File: config.mk
export PLATFORM = sky130hd
export DESIGN_NAME = fifo_drain_sram_writer
export DESIGN_NICKNAME = d
export VERILOG_FILES = /design/src/rtl/fifo_drain_sram_writer.sv
export SDC_FILE = /design/constraint.sdc
export NUM_CORES = 1
export LEC_CHECK = 0
export CAP_MARGIN = 20
export CELL_PAD_IN_SITES_DETAIL_PLACEMENT = 1
export CELL_PAD_IN_SITES_GLOBAL_PLACEMENT = 2
export CORE_UTILIZATION = 35
export CTS_CLUSTER_SIZE = 12
export DETAILED_ROUTE_END_ITERATION = 10
export GPL_TIMING_DRIVEN = 0
export MAX_ROUTING_LAYER = met4
export PLACE_DENSITY_LB_ADDON = 0.1
export SYNTH_ARGS = -nofsm -noshare
export SYNTH_HDL_FRONTEND = slang
export SYNTH_SLANG_ARGS = --single-unit
File: constraint.sdc
create_clock -name clk -period 3.8 [get_ports clk]
set_input_delay 0.38 -clock clk [delete_from_list [all_inputs] [get_ports clk]]
set_output_delay 0.38 -clock clk [all_outputs]
set_load 0.01 [all_outputs]
File: src/rtl/fifo_drain_sram_writer.sv
// Paced drain of the UART RX FIFO: packs byte pairs into 16-bit words and
// writes them to the SRAM controller over a req/ack handshake.
module fifo_drain_sram_writer #(
   parameter int unsigned PACE_PERIOD = 10000,
   parameter int unsigned PACE_W      = 27,
   parameter int unsigned ADDR_W      = 18
) (
   input  logic              clk,
   input  logic              rst_n,
   input  logic              fifo_empty,
   input  logic [7:0]        fifo_dout,
   output logic              fifo_rd_en,
   input  logic              flush,
   output logic              wr_req,
   input  logic              wr_ack,
   output logic [ADDR_W-1:0] wr_addr,
   output logic [15:0]       wr_data,
   output logic              wrapped
);

   typedef enum logic [1:0] {IDLE, RD, CAP, WRITE} state_t;

   state_t            state;
   logic [PACE_W-1:0] pace_cnt;
   logic              half;
   logic              tick_c;

   assign tick_c = (pace_cnt == PACE_W'(PACE_PERIOD - 1));

   // Free-running pace counter; one pop opportunity per wrap.
   always_ff @(posedge clk) begin
      if (!rst_n) begin
         pace_cnt <= '0;
      end else if (tick_c) begin
         pace_cnt <= '0;
      end else begin
         pace_cnt <= pace_cnt + PACE_W'(1);
      end
   end

   // Pop / capture / write sequencer with registered outputs.
   always_ff @(posedge clk) begin
      if (!rst_n) begin
         state      <= IDLE;
         half       <= 1'b0;
         fifo_rd_en <= 1'b0;
         wr_req     <= 1'b0;
         wr_addr    <= '0;
         wr_data    <= '0;
         wrapped    <= 1'b0;
      end else begin
         fifo_rd_en <= 1'b0;
         case (state)
            IDLE: begin
               if (tick_c && !fifo_empty) begin
                  fifo_rd_en <= 1'b1;
                  state      <= RD;
               end else if (!tick_c && flush && half) begin
                  // Odd byte out: pad the upper half with zero.
                  wr_data[15:8] <= 8'h00;
                  half          <= 1'b0;
                  wr_req        <= 1'b1;
                  state         <= WRITE;
               end
            end
            RD: begin
               state <= CAP;
            end
            CAP: begin
               if (!half) begin
                  wr_data[7:0] <= fifo_dout;
                  half         <= 1'b1;
                  state        <= IDLE;
               end else begin
                  wr_data[15:8] <= fifo_dout;
                  half          <= 1'b0;
                  wr_req        <= 1'b1;
                  state         <= WRITE;
               end
            end
            WRITE: begin
               if (wr_ack) begin
                  wr_req  <= 1'b0;
                  wr_addr <= wr_addr + ADDR_W'(1);
                  if (&wr_addr) begin
                     wrapped <= 1'b1;
                  end
                  state <= IDLE;
               end
            end
            default: begin
               state <= IDLE;
            end
         endcase
      end
   end

endmodule

# Word level (Yosys, flattened, before mapping)
# Index checks and enable logic that the tools add are counted.
classes:
  n_eq_ne: 9
  reduce_logical: 17
  bitwise_logic: 2
  add_sub_neg: 2
  muxes: 19
op_table:
  columns: ["op", "n"]
  rows:
  - ["27-bit by 1-bit adder with 27-bit output (second input constant)", 1]
  - ["27-bit by 14-bit == test with 1-bit output (second input constant)", 1]
  - ["8-bit 2-to-1 mux", 3]
  - ["20-bit AND reduction", 1]
  - ["18-bit by 1-bit adder with 18-bit output (second input constant)", 1]
  - ["8-bit case mux with 2 select lines", 1]
  - ["1-bit 2-to-1 mux", 8]
  - ["2-bit 2-to-1 mux", 4]
  - ["2-bit != test (second input constant)", 4]
  - ["2-bit case mux with 4 select lines", 1]
  - ["2-bit AND reduction", 4]
  - ["5-bit AND reduction", 1]
  - ["2-bit == test (second input constant)", 2]
  - ["4-bit AND reduction", 1]
  - ["1-bit logical AND", 3]
  - ["3-bit != test (second input constant)", 1]
  - ["1-bit case mux with 3 select lines", 1]
  - ["3-bit AND reduction", 1]
  - ["3-bit nonzero test", 1]
  - ["2-bit by 1-bit == test with 1-bit output (second input constant)", 1]
  - ["1-bit logical NOT", 2]
  - ["2-bit logical NOT", 1]
  - ["1-bit inverter", 2]
  - ["1-bit case mux with 2 select lines", 1]
  - ["other kinds (2)", 2]
word_totals:
  output_inout_bits: 37
  elab_cells: 58
  ff_bits: 67
  inputBits: 13

# Logic depth before layout (Yosys ltp)
# Gate-level depths: netlist (run 1).
depth:
  ltp_word: 7
  ltp_mapped: 7

# Least setup slack after synthesis (run 1)
# Ideal clock, no wire load.
synth_path:
  kind: "register -> register"
  from: "reg wr_addr[3]"
  to: "reg wr_addr[17]"
  arrival_time_ns: 1.615
  required_time_ns: 3.679
  slack_ns: 2.064
  path_stages_with_launch: 6
  path_cell_list: "dfxtp_1 > and4_1 > nand4_2 > buf_2 > nor3_1 > mux2_2"
synth_via:
  elab_chain_len: 1
synth_rtl:
  columns: ["item", "line_no", "rtl"]
  rows:
  - ["start: declaration", "16", "output logic [ADDR_W-1:0] wr_addr,"]
  - ["start signal: assignment", "84", "wr_addr <= wr_addr + ADDR_W'(1);"]
  - ["18-bit by 1-bit adder with 18-bit output", "84", null]
# Every way passes these cells.
# A chain may end at the register's enable or synchronous reset.

# Worst setup path after layout (run 1)
layout_path:
  from: "reg pace_cnt[0]"
  to: "reg pace_cnt[22]"
layout_via:
  elab_chain_len: 2
layout_rtl:
  columns: ["item", "line_no", "rtl"]
  rows:
  - ["start: declaration", "24", "logic [PACE_W-1:0] pace_cnt;"]
  - ["start signal: assignment", "37", "pace_cnt <= pace_cnt + PACE_W'(1);"]
  - ["parallel branches: the longest is 2 deep, another holds 27-bit by 1-bit adder with 27-bit output", null, null]
# Parallel ways; which one is timed is not known.

==> metrics.md, run 1 <==
| Metric | Value |
|---|---|
| CTS resizes | `0` |
| Pwr/cell area | `391 nW/um^2` |
| GRT overflow | `0` |
| Post-Synth Simple-Gate Area | `0.253` |
| CP Cell Sequence | `ha_1 -> and3_1 -> buf_2 -> nand4_1 -> o21ai_2 -> buf_2 -> a21oi_1` |
| DIE AREA | `8990 um^2` |
| Crit path largest cell delay | `410 ps` |
| CP top delay family | `buffers and inverters` |
| Top FF cell, synth | `dfxtp_1` |
| Largest family of logic cells by synthesized area | `simple AND/OR/NAND/NOR gates` |
| Setup TNS | `0 ps` |
| Most common cell after layout, fill and taps aside | `dfxtp_1` |
| Synth Area in Compound Gates | `0.156` |
| Vias in the first global route | `2644` |
| Wirelength per Cell | `15.5 um` |
| Mapped Nets | `345` |
| Syn Std Cell Area | `3010 um^2` |
| Tightest Pin Transition | `630 ps` |
| Cell mode on critical path | `buf_2` |
| Chip Height | `94.8 um` |
| Worst hold path type | `flop to flop` |
| Port Buffers | `48` |
| Register area share after synthesis | `0.445` |
| Outcome | `finished, final reports clean` |
| Worst slack, placed | `1420 ps` |
| Post-synth EDFFs | `0` |
| Total Wirelength | `7710 um` |
| Routed vias/inst | `5.32` |
| Synthesized flop and latch total | `67` |
| I/O pin cnt | `50` |
| Synthesis-to-layout area growth | `26.2%` |
| First DRT Iteration DRCs | `96` |
| Gr usage total | `0.191` |
| Unique masters post-synth | `43` |
| Post-synth top area cell | `dfxtp_1` |
| CTS tree | `yes` |
| Final instance area | `3800 um^2` |
| Layout cells sized above 1 | `0.0865` |
| DRC | `0` |
| Largest net degree at the start of global routing | `11` |
| Layout Skew | `7.07 ps` |
| Clock Pin Slew Worst Setup and Hold Paths | `70 ps` |
| Sink Count | `67` |
| Yosys warnings | `0` |
| Worst path required time | `4020 ps` |
| Final core occ | `0.461` |
| Sequential cell area | `1340 um^2` |
| Post-Syn Area per Cell | `9.13 um^2` |
| Post-Synth XOR/XNOR Area | `0.0581` |
| Most frequent cells in the layout | `dfxtp_1, clkdlybuf4s50_1, nor2_1` |
| CTS Buffer Depth | `2` |
| Synth top area share | `0.445` |
| Maxcap violations | `0` |
| Max Clock Freq | `481 MHz` |
| Placed inst area | `3630 um^2` |
| Row count | `33` |
| Hpwl dp | `5490 um` |
| CTS H-tree lvls | `3` |
| Final setup fails | `0` |
| Clock Latency Late Sink | `340 ps` |
| CP max FO | `10` |
| Worst Path Buf+Inv | `2` |
| Final period util | `0.547` |
| Slew margin rel. | `0.578` |
| CP arrival | `2300 ps` |
| Initial core utilization | `0.365` |
| Unrepaired setup endpoints after global routing | `no` |
| Root Buffer | `clkbuf_8` |
| LEAKAGE | `1.29 nW` |
| Tot Pwr | `1.49 mW` |
| FFs w/ async S/R, synth | `0` |
| Hold slack | `442 ps` |
| Slew Limit Fails | `0` |
| Max IR drop VDD | `0.000205 V` |
| Top post-synthesis cells by area | `dfxtp_1, nor2_1, xor2_1` |
| Adder-Cell Fraction of Synth Area | `0.00830` |
| CP Launch Type | `flop` |
| Hold Buf Count CTS | `0` |
| Post-CTS setup buffers | `0` |
| Mux contribution to synthesized area | `0.0336` |
| Mapped Cells | `330` |
| Multi-input logic area | `1530 um^2` |
| Placed cell count | `483` |
| Core area | `8260 um^2` |
| Kind of critical path | `flop to flop` |
| Final cell count without fillers | `498` |
| Cts bufs inserted | `9` |
| Final WS setup | `1720 ps` |
| Routability Congestion | `0.749` |
| Slowest-stage cell, CP | `o21ai_2` |
| Die Width | `94.8 um` |
| Antenna viol nets, final | `0` |
| Final Hold Fails | `0` |
| Diodes inserted | `0` |
| Initial antenna violation count | `0` |
| Nets | `404` |
| DRT Pass-1 Iters | `4` |
| Fill cells | `999` |
| Via Count | `2651` |
| First-pass GRT wire length | `12800 um` |
| Worst Setup End Kind | `flop` |
| Final min period | `2080 ps` |
==> where the power goes <==
part / internal, mW / switching (mW) / leakage [nW]
clock network: 0.285 / 0.264 / 0.0953
logic: 0.0892 / 0.0927 / 0.650
registers: 0.735 / 0.0205 / 0.541
total: 1.11 / 0.377 / 1.29
==> cells by family after synthesis <==
group                    count (synthesis)
buffers and inverters                   28
XOR/XNOR                                20
multiplexers                            10
AND/OR/NAND/NOR                        134
adder cells (fa/ha/maj)                  2
flip-flops                              67
AO/OA/AOI/OAI                           69
==> Yosys cell counts (7+ instances only) <==
cell	instances
dfxtp_1	67
nor2_1	39
nand2_1	14
or4_1	13
or3_1	9
mux2i_1	9
a22o_1	9
o21ai_0	10
buf_2	9
and4_1	8
xor2_1	15
a21oi_1	23
nand4_1	11
a32o_1	8
nand3_1	15
o31ai_1	13
clkbuf_1	7
==> layer usage <==
metal / wire length [um] / GRT usage / up-vias
met5: 0 / - / -
met1: 3880 / 0.246 / 1264
met4: 96 / 0.0644 / 0
met3: 244 / 0.0467 / 9
li1: - / - / 1338
met2: 3490 / 0.293 / 40
==> area by class of cell <==
| class | instances | area share |
|---|---|---|
| tap | 105 | 0.0345 |
| timing repair buffer | 48 | 0.126 |
| clock inverter | 2 | 0.00263 |
| multi-input combinational | 235 | 0.403 |
| inverter | 6 | 0.00592 |
| sequential | 67 | 0.353 |
| buffer | 22 | 0.0309 |
| clock buffer | 13 | 0.0444 |
==> path summary, 6_finish.rpt <==
path | start | slack, ps | cells after the start | end
worst min-delay path | pace_cnt[0] | 440 | 1 | pace_cnt[0]
worst max-delay path | pace_cnt[0] | 1720 | 7 | pace_cnt[22]
worst min register to register | pace_cnt[0] | 440 | 1 | pace_cnt[0]
worst max register to register | pace_cnt[0] | 1720 | 7 | pace_cnt[22]
==> registers in the layout (all words and copies together), names as in the netlist <==
name        flops
state           2
wr_req          1
wrapped         1
wr_data        16
wr_addr        18
fifo_rd_en      1
half            1
pace_cnt       27
Power figures use the tool's default switching activity.
==> run 2, diff against run 1 <==
--- a/config.mk
+++ b/config.mk
@@ -8,7 +8,7 @@
 export CAP_MARGIN = 20
 export CELL_PAD_IN_SITES_DETAIL_PLACEMENT = 1
 export CELL_PAD_IN_SITES_GLOBAL_PLACEMENT = 2
-export CORE_UTILIZATION = 35
+export CORE_UTILIZATION = 32
 export CTS_CLUSTER_SIZE = 12
 export DETAILED_ROUTE_END_ITERATION = 10
 export GPL_TIMING_DRIVEN = 0
==> constraint.sdc (replaced) <==
create_clock -name clk -period 2 [get_ports clk]
set_input_delay 0.2 -clock clk [delete_from_list [all_inputs] [get_ports clk]]
set_output_delay 0.2 -clock clk [all_outputs]
set_load 0.01 [all_outputs]
==> metrics.md, run 2 (synthesis gave the netlist of run 1 again) <==
| Metric | Value |
|---|---|
| Outcome | `finished, final reports clean` |
| Final setup fails | `0` |
| CP max FO | `10` |
| First-pass GRT wire length | `13500 um` |
| Gr usage total | `0.180` |
| Placed cell count | `489` |
| Layout Skew | `8.92 ps` |
| DRC | `0` |
| GRT overflow | `0` |
| Most frequent cells in the layout | `dfxtp_1, clkdlybuf4s50_1, nor2_1` |
| Final min period | `1850 ps` |
| Clock Latency Late Sink | `350 ps` |
| Row count | `35` |
| Antenna viol nets, final | `0` |
| Most common cell after layout, fill and taps aside | `dfxtp_1` |
| Kind of critical path | `flop to flop` |
| Initial core utilization | `0.328` |
| CP Launch Type | `flop` |
| Root Buffer | `clkbuf_8` |
| Hpwl dp | `5650 um` |
| Diodes inserted | `0` |
| Worst path required time | `2240 ps` |
| Top Registers | `pace_cnt: 27 flops, wr_addr: 18 flops, wr_data: 16 flops` |
| Worst hold path type | `input pin to flop` |
| CTS Buffer Depth | `2` |
| Layout cells sized above 1 | `0.106` |
| Slew Limit Fails | `0` |
| Max IR drop VDD | `0.000266 V` |
| Die Width | `99.1 um` |
| CTS tree | `yes` |
| Reg with most FFs | `pace_cnt` |
| Fill cells | `1058` |
| Final core occ | `0.421` |
| Largest net degree at the start of global routing | `12` |
| Chip Height | `99.1 um` |
| Final Hold Fails | `0` |
| Initial antenna violation count | `0` |
| Cts bufs inserted | `9` |
| DRT Pass-1 Iters | `4` |
| Pwr/cell area | `723 nW/um^2` |
| Core area | `9200 um^2` |
| Synthesis-to-layout area growth | `28.5%` |
| Via Count | `2750` |
| Total Wirelength | `8020 um` |
| Routability Congestion | `0.745` |
| DIE AREA | `9810 um^2` |
| Port Buffers | `48` |
| Routed vias/inst | `5.40` |
| Final period util | `0.924` |
| Max reg flops | `27` |
| I/O pin cnt | `50` |
| Maxcap violations | `0` |
| Hold Buf Count CTS | `0` |
| CTS H-tree lvls | `3` |
| Worst Setup End Kind | `flop` |
| Clock Pin Slew Worst Setup and Hold Paths | `70 ps` |
| Max Clock Freq | `541 MHz` |
| First DRT Iteration DRCs | `57` |
| Nets | `408` |
| Unrepaired setup endpoints after global routing | `no` |
| Vias in the first global route | `2686` |
| Worst reg-to-reg setup slack | `150 ps` |
| CP arrival | `2090 ps` |
| Slew margin rel. | `0.619` |
| Sink Count | `67` |
| Tightest Pin Transition | `570 ps` |
| Wirelength per Cell | `15.8 um` |
| Final cell count without fillers | `509` |
| LEAKAGE | `1.32 nW` |
==> run 2: cell types whose count changed in the layout (fill, tap and decap cells not counted), sizes merged <==
cell	previous run	this run
clkbuf	21	22
clkinv	2	3
clkinvlp	0	1
buf	14	16
==> run 2: what timing repair did <==
| item | CTS | global route |
|---|---|---|
| pin swaps | 3 | 0 |
| resized for setup | 3 | 10 |
| setup buffers | 4 | 0 |
| endpoints found under the setup margin | 30 | 26 |
==> run 2: area by class of cell <==
class / count / area (um^2) / area share
well taps: 111 / 139 / 0.0359
inverters: 6 / 22.5 / 0.00581
flip-flops and latches: 67 / 1340 / 0.347
multi-input cells: 235 / 1560 / 0.403
repair buffers: 52 / 510 / 0.132
clock buffers: 12 / 145 / 0.0375
clock inverters: 4 / 26.3 / 0.00678
plain buffers: 22 / 128 / 0.0329
==> run 2: through the flow <==
step	power, mW	hold WS (ps)	cell area, um^2	TNS, ps	worst slack, ps
after detailed placement	1.82	435	3630	-3370	-215
final	2.80	272	3870	0	151
after global routing	2.94	298	3870	0	8.97
after floorplan	1.65	347	3010	0	264
after CTS	2.84	272	3850	0	32.8
after global placement	1.81	422	3630	-2180	-173
==> run 2: path summary, 6_finish.rpt <==
check / endpoint / start / depth (start not counted)
worst min register to register: pace_cnt[0] / pace_cnt[0] / 1
worst min-delay path: state[0] / rst_n / 3
worst max-delay path: pace_cnt[9] / pace_cnt[0] / 8
worst max register to register: pace_cnt[9] / pace_cnt[0] / 8
==> run 2: report_power, final <==
group          internal (mW)  total, mW  switching (mW)
registers               1.40       1.43          0.0387
logic                  0.174      0.352           0.178
clock network          0.483       1.01           0.530
==> run 2: per-layer routing <==
metal | global-route usage | routed length, um
met5 | - | 0
met4 | 0.0781 | 120
met3 | 0.0298 | 251
met2 | 0.292 | 3810
met1 | 0.222 | 3840
==> run 2: critical path, cell delays in order, from the launching register on <==
cell	delay, ps
dfxtp_1	350
ha_1	240
and3_1	180
clkbuf_4	190
nand4_1	120
buf_4	190
o21ai_4	170
clkbuf_4	230
nor2_1	70
==> run 3, diff against run 2 <==
--- a/config.mk
+++ b/config.mk
@@ -8,6 +8,7 @@
 export CAP_MARGIN = 20
 export CELL_PAD_IN_SITES_DETAIL_PLACEMENT = 1
 export CELL_PAD_IN_SITES_GLOBAL_PLACEMENT = 2
+export CORE_MARGIN = 2
 export CORE_UTILIZATION = 32
 export CTS_CLUSTER_SIZE = 12
 export DETAILED_ROUTE_END_ITERATION = 10
==> metrics.md, run 3 (synthesis gave the netlist of run 1 again) <==
| Metric | Value |
|---|---|
| Initial core utilization | `0.328` |
| Initial antenna violation count | `0` |
| Hold Buf Count CTS | `0` |
| Slew margin rel. | `0.621` |
| Top Registers | `pace_cnt: 27 flops, wr_addr: 18 flops, wr_data: 16 flops` |
| Root Buffer | `clkbuf_8` |
| Synthesis-to-layout area growth | `30.9%` |
| Layout cells sized above 1 | `0.110` |
| RR Endpoint | `wr_addr[17]` |
| DIE AREA | `10200 um^2` |
| Final period util | `0.941` |
| Max reg flops | `27` |
| Tightest Pin Transition | `566 ps` |
| Final Hold Fails | `0` |
| Gr usage total | `0.171` |
| Hpwl dp | `5590 um` |
| Multi-input logic area | `1560 um^2` |
| Setup TNS | `0 ps` |
| Sink Count | `67` |
| GRT overflow | `0` |
| DRT Pass-1 Iters | `4` |
| CP arrival | `2110 ps` |
| Core area | `9200 um^2` |
| Hold Path Origin | `rst_n` |
| Worst hold path type | `input pin to flop` |
| Largest net degree at the start of global routing | `13` |
| Fill cells | `1087` |
| Diodes inserted | `0` |
| Worst path required time | `2230 ps` |
| Max IR drop VDD | `0.000310 V` |
| Routed vias/inst | `5.40` |
| Most common cell after layout, fill and taps aside | `dfxtp_1` |
| Vias in the first global route | `2693` |
| Final WS setup | `117 ps` |
| CP Cell Sequence | `and4_2 -> nand4_2 -> buf_2 -> nor3_2 -> mux2_2` |
| Port Buffers | `48` |
| Via Count | `2754` |
| Pwr/cell area | `806 nW/um^2` |
| Worst slack, placed | `-209 ps` |
| CTS Buffer Depth | `2` |
| Slowest-stage cell, CP | `dfxtp_1` |
| CP max FO | `10` |
| Final setup fails | `0` |
| Chip Height | `101 um` |
| Worst reg-to-reg setup slack | `120 ps` |
| Reg2Reg Launch Point | `wr_addr[3]` |
| Row count | `35` |
| Final min period | `1880 ps` |
| First-pass GRT wire length | `13400 um` |
| Reg with most FFs | `pace_cnt` |
| Outcome | `finished, final reports clean` |
| Total Wirelength | `8100 um` |
| Kind of critical path | `flop to flop` |
| Most frequent cells in the layout | `dfxtp_1, clkdlybuf4s50_1, nor2_1` |
| CTS H-tree lvls | `3` |
| Clock Pin Slew Worst Setup and Hold Paths | `80 ps` |
| First DRT Iteration DRCs | `49` |
| Sequential cell area | `1340 um^2` |
| Layout Skew | `11.6 ps` |
| Unrepaired setup endpoints after global routing | `no` |
| Antenna viol nets, final | `0` |
| Crit path largest cell delay | `430 ps` |
| Cts bufs inserted | `9` |
| Max Clock Freq | `531 MHz` |
| DRC | `0` |
| Wirelength per Cell | `15.9 um` |
| LEAKAGE | `1.34 nW` |
| Clock Latency Late Sink | `340 ps` |
| Worst Setup End Kind | `flop` |
| Hold slack | `318 ps` |
| Tot Pwr | `3.18 mW` |
| Nets | `409` |
| CTS tree | `yes` |
| Maxcap violations | `0` |
| Worst Hold Depth | `3` |
| CP Launch Type | `flop` |
| WHS Endpoint | `fifo_rd_en` |
| Routability Congestion | `0.742` |
| I/O pin cnt | `50` |
| Final core occ | `0.429` |
| Slew Limit Fails | `0` |
| Die Width | `101 um` |
| Reg2Reg Depth | `5` |
run 3: routing by layer:
metal	GRT usage	share of wire
met5	-	0
met4	0.0468	0.010
met3	0.0388	0.034
met2	0.274	0.48
met1	0.216	0.48
run 3: where the power goes:
part | internal (mW) | switching (mW)
Combinational | 0.177 | 0.186
Clock | 0.834 | 0.550
Sequential | 1.40 | 0.0375
run 3: critical path: cells and delay by family, from the launching register on:
| family | cells | cell delay [ps] |
|---|---|---|
| simple gates | 3 | 730 |
| mux | 1 | 360 |
| flops | 1 | 430 |
| buf+inv | 1 | 250 |
run 3: area by class of cell:
| type | instances | area share |
|---|---|---|
| Buffer | 22 | 0.0327 |
| Clock buffer | 10 | 0.0323 |
| Clock inverter | 6 | 0.0285 |
| Inverter | 6 | 0.00571 |
| Multi-Input combinational cell | 235 | 0.394 |
| Sequential cell | 67 | 0.340 |
| Tap cell | 111 | 0.0352 |
| Timing Repair Buffer | 53 | 0.131 |
run 3: repair_timing:
item,CTS,global route
setup endpoints to repair,30,32
gates resized for setup,1,11
pin swaps,3,1
buffers inserted,3,2
run 3: how the worst max path moves through the flow:
stage	start	end	slack (ps)	cells after the start
after floorplan	wr_addr[3]	wr_addr[17]	260	5
after global placement	wr_ack	wr_addr[17]	-180	6
after detailed placement	wr_ack	wr_addr[17]	-210	6
after CTS	pace_cnt[22]	state[1]	0.4	5
after global routing	pace_cnt[0]	pace_cnt[22]	10	6
final	wr_addr[3]	wr_addr[17]	120	5
run 3: per-stage QoR:
stage / std cells / cell area (um^2)
CTS: 508 / 3900
global route: 510 / 3950
detailed placement: 489 / 3630
floorplan: 330 / 3010
finish: 510 / 3950
global placement: 489 / 3630
